## src/rtl/fpga_test_sequencer_if.sv

```systemverilog
// Program-under-test handshake bundle between the sequencer and the harness.
// The sequencer (master) selects a program and pulses run. The harness
// (slave) answers with finished/success for the selected program.
interface fpga_test_sequencer_if #(
    parameter int unsigned PW = 3
);
    logic [PW-1:0] progSel;
    logic          progRun;
    logic          progFinished;
    logic          progSuccess;

    modport master (
        output progSel,
        output progRun,
        input  progFinished,
        input  progSuccess
    );

    modport slave (
        input  progSel,
        input  progRun,
        output progFinished,
        output progSuccess
    );
endinterface

```

## src/rtl/fpga_test_sequencer.sv

```systemverilog
// fpga_test_sequencer: launches each program of the bank in turn, waits for
// its finished flag or a step timeout, and tallies pass/fail results into an
// overall verdict.
// Optional feature macro: FPGA_TEST_SEQUENCER_STOP_ON_FAIL_EN. When it is
// defined, the first failing program ends the sequence early.
module fpga_test_sequencer #(
    parameter int unsigned NProgs    = 4,
    parameter int unsigned MaxCycles = 1024,
    parameter int unsigned PW        = $clog2(NProgs + 1),
    parameter int unsigned CW        = $clog2(MaxCycles + 1)
) (
    input  logic                         clock,
    input  logic                         reset,
    input  logic                         start,
    fpga_test_sequencer_if.master        prog,
    output logic                         busy,
    output logic                         done,
    output logic [PW-1:0]                passCount,
    output logic [PW-1:0]                failCount,
    output logic                         timedOut,
    output logic                         allPassed
);

    typedef enum logic [2:0] {
        S_IDLE,
        S_LAUNCH,
        S_WAIT,
        S_RECORD,
        S_DONE
    } state_t;

    localparam logic [PW-1:0] LAST_SEL  = PW'(NProgs - 1);
    localparam logic [PW-1:0] ALL_PROGS = PW'(NProgs);
    localparam logic [CW-1:0] LAST_TICK = CW'(MaxCycles - 1);

    state_t        state;
    logic [CW-1:0] timer;
    logic          result;
    logic [PW-1:0] prog_sel;
    logic          prog_run;

    logic [PW-1:0] pass_nxt_c;
    logic [PW-1:0] fail_nxt_c;
    logic          last_prog_c;
    logic          stop_now_c;

    assign prog.progSel = prog_sel;
    assign prog.progRun = prog_run;

    // Tally values as they will be after the current RECORD cycle.
    assign pass_nxt_c  = passCount + PW'(result);
    assign fail_nxt_c  = failCount + PW'(~result);
    assign last_prog_c = (prog_sel == LAST_SEL);

`ifdef FPGA_TEST_SEQUENCER_STOP_ON_FAIL_EN
    assign stop_now_c = last_prog_c || !result;
`else
    assign stop_now_c = last_prog_c;
`endif

    // Sequencer FSM; every output is a register updated here.
    always_ff @(posedge clock) begin
        if (reset) begin
            state     <= S_IDLE;
            timer     <= '0;
            result    <= 1'b0;
            prog_sel  <= '0;
            prog_run  <= 1'b0;
            busy      <= 1'b0;
            done      <= 1'b0;
            passCount <= '0;
            failCount <= '0;
            timedOut  <= 1'b0;
            allPassed <= 1'b0;
        end else begin
            prog_run <= 1'b0;
            case (state)
                S_IDLE, S_DONE: begin
                    if (start) begin
                        passCount <= '0;
                        failCount <= '0;
                        timedOut  <= 1'b0;
                        allPassed <= 1'b0;
                        done      <= 1'b0;
                        busy      <= 1'b1;
                        prog_sel  <= '0;
                        prog_run  <= 1'b1;
                        state     <= S_LAUNCH;
                    end
                end
                S_LAUNCH: begin
                    // A finished flag here is stale from the previous program.
                    timer <= '0;
                    state <= S_WAIT;
                end
                S_WAIT: begin
                    timer <= timer + CW'(1);
                    if (prog.progFinished) begin
                        result <= prog.progSuccess;
                        state  <= S_RECORD;
                    end else if (timer == LAST_TICK) begin
                        result   <= 1'b0;
                        timedOut <= 1'b1;
                        state    <= S_RECORD;
                    end
                end
                S_RECORD: begin
                    passCount <= pass_nxt_c;
                    failCount <= fail_nxt_c;
                    if (stop_now_c) begin
                        busy      <= 1'b0;
                        done      <= 1'b1;
                        allPassed <= (fail_nxt_c == '0) && (pass_nxt_c == ALL_PROGS);
                        state     <= S_DONE;
                    end else begin
                        prog_sel <= prog_sel + PW'(1);
                        prog_run <= 1'b1;
                        state    <= S_LAUNCH;
                    end
                end
                default: begin
                    state <= S_IDLE;
                end
            endcase
        end
    end

endmodule

```

## src/flat_wrapper.sv

```systemverilog
// flat-port wrapper written by rule: the top's interface ports become plain ports
module fpga_test_sequencer_flat 
#(
    parameter int unsigned NProgs    = 4,
    parameter int unsigned MaxCycles = 1024,
    parameter int unsigned PW        = $clog2(NProgs + 1),
    parameter int unsigned CW        = $clog2(MaxCycles + 1)
)
  (clock, reset, start, busy, done, passCount, failCount, timedOut, allPassed, prog_progSel, prog_progRun, prog_progFinished, prog_progSuccess);
  fpga_test_sequencer_if #(.PW(PW)) prog_i ();
  input  logic clock;
  input  logic reset;
  input  logic start;
  output logic busy;
  output logic done;
  output logic [PW-1:0] passCount;
  output logic [PW-1:0] failCount;
  output logic timedOut;
  output logic allPassed;
  output wire logic [$bits(prog_i.progSel)-1:0] prog_progSel;
  output wire logic [$bits(prog_i.progRun)-1:0] prog_progRun;
  input wire logic [$bits(prog_i.progFinished)-1:0] prog_progFinished;
  input wire logic [$bits(prog_i.progSuccess)-1:0] prog_progSuccess;
  assign prog_progSel = prog_i.progSel;
  assign prog_progRun = prog_i.progRun;
  assign prog_i.progFinished = prog_progFinished;
  assign prog_i.progSuccess = prog_progSuccess;
  fpga_test_sequencer #(.NProgs(NProgs), .MaxCycles(MaxCycles), .PW(PW), .CW(CW)) u_core (.clock(clock), .reset(reset), .start(start), .prog(prog_i), .busy(busy), .done(done), .passCount(passCount), .failCount(failCount), .timedOut(timedOut), .allPassed(allPassed));
endmodule
```

## config.mk

```make
export PLATFORM = sky130hd
export DESIGN_NAME = fpga_test_sequencer_flat
export DESIGN_NICKNAME = d
export VERILOG_FILES = /design/src/rtl/fpga_test_sequencer_if.sv /design/src/rtl/fpga_test_sequencer.sv /design/src/flat_wrapper.sv
export SDC_FILE = /design/constraint.sdc
export NUM_CORES = 1
export LEC_CHECK = 0
export BUFFER_PORTS_ARGS = -buffer_cell sky130_fd_sc_hd__buf_4
export CAP_MARGIN = 20
export CORE_ASPECT_RATIO = 1.4
export CORE_MARGIN = 8
export CORE_UTILIZATION = 55
export CTS_BUF_LIST = sky130_fd_sc_hd__clkbuf_8
export CTS_CLUSTER_SIZE = 40
export DETAILED_ROUTE_END_ITERATION = 10
export MAX_ROUTING_LAYER = met4
export PLACE_DENSITY = 0.84
export SYNTH_ARGS = -nofsm -noshare
export SYNTH_HDL_FRONTEND = slang
export SYNTH_SLANG_ARGS = --single-unit
```

## constraint.sdc

```tcl
create_clock -name clock -period 4.25 [get_ports clock]
set_input_delay 0.85 -clock clock [delete_from_list [all_inputs] [get_ports clock]]
set_output_delay 0.85 -clock clock [all_outputs]
set_load 0.03 [all_outputs]
```

### Yosys cells after proc, flatten, opt, wreduce, memory -nomap -nowiden

Cells that the tools add are included.

| operators by class | value |
|---|---|
| equal/unequal tests | 13 |
| add/sub/neg operators | 4 |
| muxes and demuxes | 27 |
| reductions and logical operators | 14 |
| bitwise gates (word level) | 1 |

Operators by type and width:

| kind | count |
|---|---|
| $pmux 11 s2 | 1 |
| $mux 3 | 6 |
| $pmux 3 s2 | 3 |
| $pmux 3 s4 | 1 |
| $add 11x1->11 const B | 1 |
| $eq 11x10->1 const B | 1 |
| $mux 1 | 11 |
| $pmux 1 s2 | 5 |
| $eq 3x2->1 const B | 3 |
| $reduce_bool 2->1 | 4 |
| $eq 3x3->1 const B | 2 |
| $logic_not 3->1 | 2 |
| $ne 2x2->1 const B | 3 |
| $reduce_and 2->1 | 3 |
| $reduce_and 3->1 | 2 |
| $ne 2x1->1 const B | 2 |
| $reduce_and 4->1 | 1 |
| $add 3x1->3 | 1 |
| $add 3x1->3 const B | 1 |
| $add 3x3->3 | 1 |
| $eq 3x1->1 const B | 1 |
| $ne 3x2->1 const B | 1 |
| $not 1->3 | 1 |
| $reduce_or 2->1 | 1 |
| $logic_and 1x1->1 | 1 |

| storage, ports and cells | value |
|---|---|
| output and inout port bits | 14 |
| word-level logic and storage cells | 70 |
| register bits | 29 |
| input bits | 5 |

### Longest topological paths before layout

| depth | value |
|---|---|
| word-level depth | 6 |
| gate-level depth with buffers | 7 |
| mapped depth without buffers | 7 |

### Worst setup path after synthesis

OpenSTA, ideal clock, no wires.

| timing | value |
|---|---|
| kind | register to register |
| from | reg u_core.failCount[0] |
| to | reg u_core.allPassed |
| path buffers | 0 |
| required time | 4.180 ns |
| slack | 2.146 ns |
| stages on the path, launching flop included | 7 |
| data arrival time | 2.034 ns |
| setup time | 0.070 ns |
| clock period less this slack | 2.104 ns |
| cell sequence | dfxtp_1 > ha_1 > inv_1 > ha_1 > or4b_1 > or4_1 > a21oi_1 |

| between the ends | value |
|---|---|
| cells in the longest elaborated chain, start to end | 5 |

RTL lines:

| what | RTL line | text |
|---|---|---|
| start: declaration | fpga_test_sequencer.sv:19 | `output logic [PW-1:0] failCount,` |
| start signal: assignment | fpga_test_sequencer.sv:109 | `failCount <= fail_nxt_c;` |
| $add 3x3->3 | fpga_test_sequencer.sv:52 | `assign fail_nxt_c = failCount + PW'(~result);` |
| $logic_not 3->1 | fpga_test_sequencer.sv:113 | `allPassed <= (fail_nxt_c == '0) && (pass_nxt_c == ALL_PROGS);` |
| $logic_and 1x1->1 | fpga_test_sequencer.sv:113 |  |
| $mux 1 | fpga_test_sequencer.sv:110 | `if (stop_now_c) begin` |
| $pmux 1 s2 | fpga_test_sequencer.sv:77 | `case (state)` |
| end signal: assignment | fpga_test_sequencer.sv:113 |  |
| end: declaration | fpga_test_sequencer.sv:21 | `output logic allPassed` |

No other way between the ends. The select of a mux whose other input is x is not followed.
A chain may end at the register's enable or synchronous reset.

### Final worst setup path

| timing | value |
|---|---|
| from | reg u_core.passCount[0] |
| to | reg u_core.allPassed |

| between the ends | value |
|---|---|
| cells in the longest elaborated chain, start to end | 5 |

RTL lines:

| what | RTL line | text |
|---|---|---|
| start: declaration | fpga_test_sequencer.sv:18 | `output logic [PW-1:0] passCount,` |
| start signal: assignment | fpga_test_sequencer.sv:108 | `passCount <= pass_nxt_c;` |
| $add 3x1->3 | fpga_test_sequencer.sv:51 | `assign pass_nxt_c = passCount + PW'(result);` |
| $eq 3x3->1 | fpga_test_sequencer.sv:113 |  |
| $logic_and 1x1->1 | fpga_test_sequencer.sv:113 |  |
| $mux 1 | fpga_test_sequencer.sv:110 |  |
| $pmux 1 s2 | fpga_test_sequencer.sv:77 |  |

No other way between the ends. The select of a mux whose other input is x is not followed.

==> qor.yml <==
yosys:
  yosys_warnings: 0
  synth-main-ff-cell: "dfxtp_1"
  synth_edf_count: 0
  synth_area_um2: 1410
  synth_cells: 162
  synth_area_per_cell_um2: 8.68
  ys_seq_elements: 29
  async_flop_share_pct: 0
  syn_nets: 174
  synth-seq-area-share_pct: 41.3
  synth.distinct_cells: 47
layout:
  nFillCells: 215
  final_cell_mix: "dfxtp_1 (29), nor2_1 (18), buf_4 (18)"
  ff_latch_area_um2: 581
  finish.utilization_pct: 67.8
  diodes: 0
  area_delta_synth_final_pct: 16.5
  layout-drive-gt1-share_pct: 15.7
  nets: 189
  multiInputGateArea_um2: 746
  mostFrequentLayoutCell: "dfxtp_1"
sta:
  final.setup.tns_ns: 0
  hold_viol_final: 0
  rsz0062_at_grt: "false"
  timing.final.crit_share_pct: 48.3
  fin_hold_ws_ns: 0.462
  fin_crit_ns: 2.05
  setup_viol: 0
  slew_headroom_pct: 60.3
  slew_viol_final: 0
  tightest_slew_ns: 0.593
  fmax_mhz: 487
  fin_skew_ns: 0.00561
setup_path:
  cp-start-kind: "register"
  crit_type: "reg -> reg"
  r2r_end: "u_core.allPassed$_SDFFE_PP0P_"
  reg2regPathDepth: 5
  regToRegSetupSlack_ns: 2.20
  critPathMaxFanout: 3
  cp.required_ns: 4.46
  crit_path_end_kind: "register"
  critPathCapture: "u_core.allPassed$_SDFFE_PP0P_"
  crit_arrival_ns: 2.27
  rr_startpoint: "u_core.passCount[0]$_SDFFE_PP0P_"
  crit_start: "u_core.passCount[0]$_SDFFE_PP0P_"
power_and_ir_drop:
  p_sw_uw: 171
  p_leak_nw: 0.640
  pwr-share-clk_pct: 43.8
  p_per_area_nw_per_um2: 408
  p_seq_share_pct: 43.7
  power_frac_comb_pct: 12.5
  p_int_uw: 499
  peakVddDrop_uv: 293
  netSwitchingFraction_pct: 25.5
placement:
  io_buffer_count: 18
  hpwl_mm: 2.26
  gp_congestion: 0.851
clock_network:
  cts-htree-levels: 2
  clkTransAtPathRegs_ns: 0.06
  cts_root_buf: "clkbuf_8"
  cts_made_buffers: 5
  hold_buffers: 0
  cts_tree: "done"
  cts_setup_buffers: 0
  cts.sinks: 29
  cts_buffer_depth: 2
  insertion_delay_ns: 0.28
  cts_resized: 0
floorplan:
  die_h_um: 75.8
  die-area_um2: 4450
  dieWidth_um: 58.7
  rows: 21
  core_area_um2: 2420
  initial_core_util_pct: 58.2
  ios: 19
job:
  drv_cap: 0
status:
  outcome: "finished clean"
routing:
  viasPerCell: 6.01
  first_iter_violations: 68
  firstDrtPassIters: 4
  wire_per_inst_um: 14.8
  num_vias: 1275
  final_antenna_net_count: 0
  wirelength_mm: 3.14
  drc_errors: 0
global_routing:
  grt_pass1_wl_mm: 5.24
  grt_antenna_before_repair: 0
  grt_max_degree: 31
  grt_overflow_total: 0
  grt_pass1_vias: 1232
  grt_use_total_pct: 15.5
min_path:
  hold_path.class: "reg -> reg"
## cells in the mapped netlist (all sizes together), types with 4 or more instances
cell    number  area share [%]
dfxtp       29              41
nor2        18             4.8
a21oi       15             5.3
nand2       10             2.7
ha           7             6.2
nor3         7             2.5
o21ai        7             2.5
buf          6             3.3
inv          5             1.3
nor3b        5             3.0
a22oi        4             2.1
clkbuf       4             1.1
nand3        4             1.4
## per-stage QoR
stage	setup slack, ns	instances	area [µm²]	power [mW]
2_1_floorplan	2.15	162	1410	0.362
3_3_place_gp	2.30	204	1520	0.380
3_5_place_dp	2.20	204	1520	0.382
4_1_cts	2.19	212	1640	0.675
5_1_grt	2.13	212	1640	0.696
6_report	2.20	212	1640	0.669
## worst min-delay path by stage
stage                                 start                            to  slack (ns)  depth (start not counted)
2_1_floorplan  u_core.timer[9]$_SDFFE_PP0P_  u_core.timer[9]$_SDFFE_PP0P_        0.44                          1
3_3_place_gp       u_core.done$_SDFFE_PP0P_      u_core.done$_SDFFE_PP0P_        0.44                          2
3_5_place_dp       u_core.done$_SDFFE_PP0P_      u_core.done$_SDFFE_PP0P_        0.46                          2
4_1_cts            u_core.done$_SDFFE_PP0P_      u_core.done$_SDFFE_PP0P_        0.47                          2
5_1_grt            u_core.done$_SDFFE_PP0P_      u_core.done$_SDFFE_PP0P_        0.49                          2
6_report           u_core.done$_SDFFE_PP0P_      u_core.done$_SDFFE_PP0P_        0.46                          2
## registers in the layout (all words and copies together) (netlist names)
name / flops
u_core.timedOut: 1
u_core.failCount: 3
u_core.busy: 1
u_core.prog.progRun: 1
u_core.state: 3
u_core.timer: 11
u_core.result: 1
u_core.done: 1
u_core.passCount: 3
u_core.allPassed: 1
u_core.prog.progSel: 3
## cell type report
cell class	instances	area share [%]
inverters	5	1.15
well taps	34	2.60
clock inverters	2	2.06
clock buffers	6	5.04
flip-flops and latches	29	35.4
multi-input cells	118	45.5
repair buffers	18	8.24
## kinds of logic after synthesis
kind of cell,Yosys count,share of synthesized area [%]
AOI/OAI and AO/OA,41,18.4
DFF,29,41.3
xor gates and xnor gates,4,2.49
buffers and inverters,15,5.69
adders and majority gates,7,6.23
and+or+nand+nor,66,25.9
## critical path: stages, from the launching register on
cell	delay, ns
dfxtp_1	0.33
ha_1	0.20
ha_1	0.28
or4b_1	0.51
or4_1	0.51
a21oi_1	0.15
## power groups by stage
stage / registers [mW] / clock network (mW) / logic (mW)
final: 0.293 / 0.293 / 0.0834
after global routing: 0.295 / 0.309 / 0.0927
after CTS: 0.292 / 0.298 / 0.0847
after detailed placement: 0.298 / 0 / 0.0836
after global placement: 0.297 / 0 / 0.0821
after floorplan: 0.299 / 0 / 0.0624
## per-layer routing
layer  wire length [µm]  part of all wire, %  global-route usage (%)
met5                  0                    0                       -
met4                 53                  1.7                    8.80
met3                187                  6.0                    5.07
met2               1670                   53                    27.5
met1               1230                   39                    14.4
No activity file was read; power rests on OpenSTA's default activity.
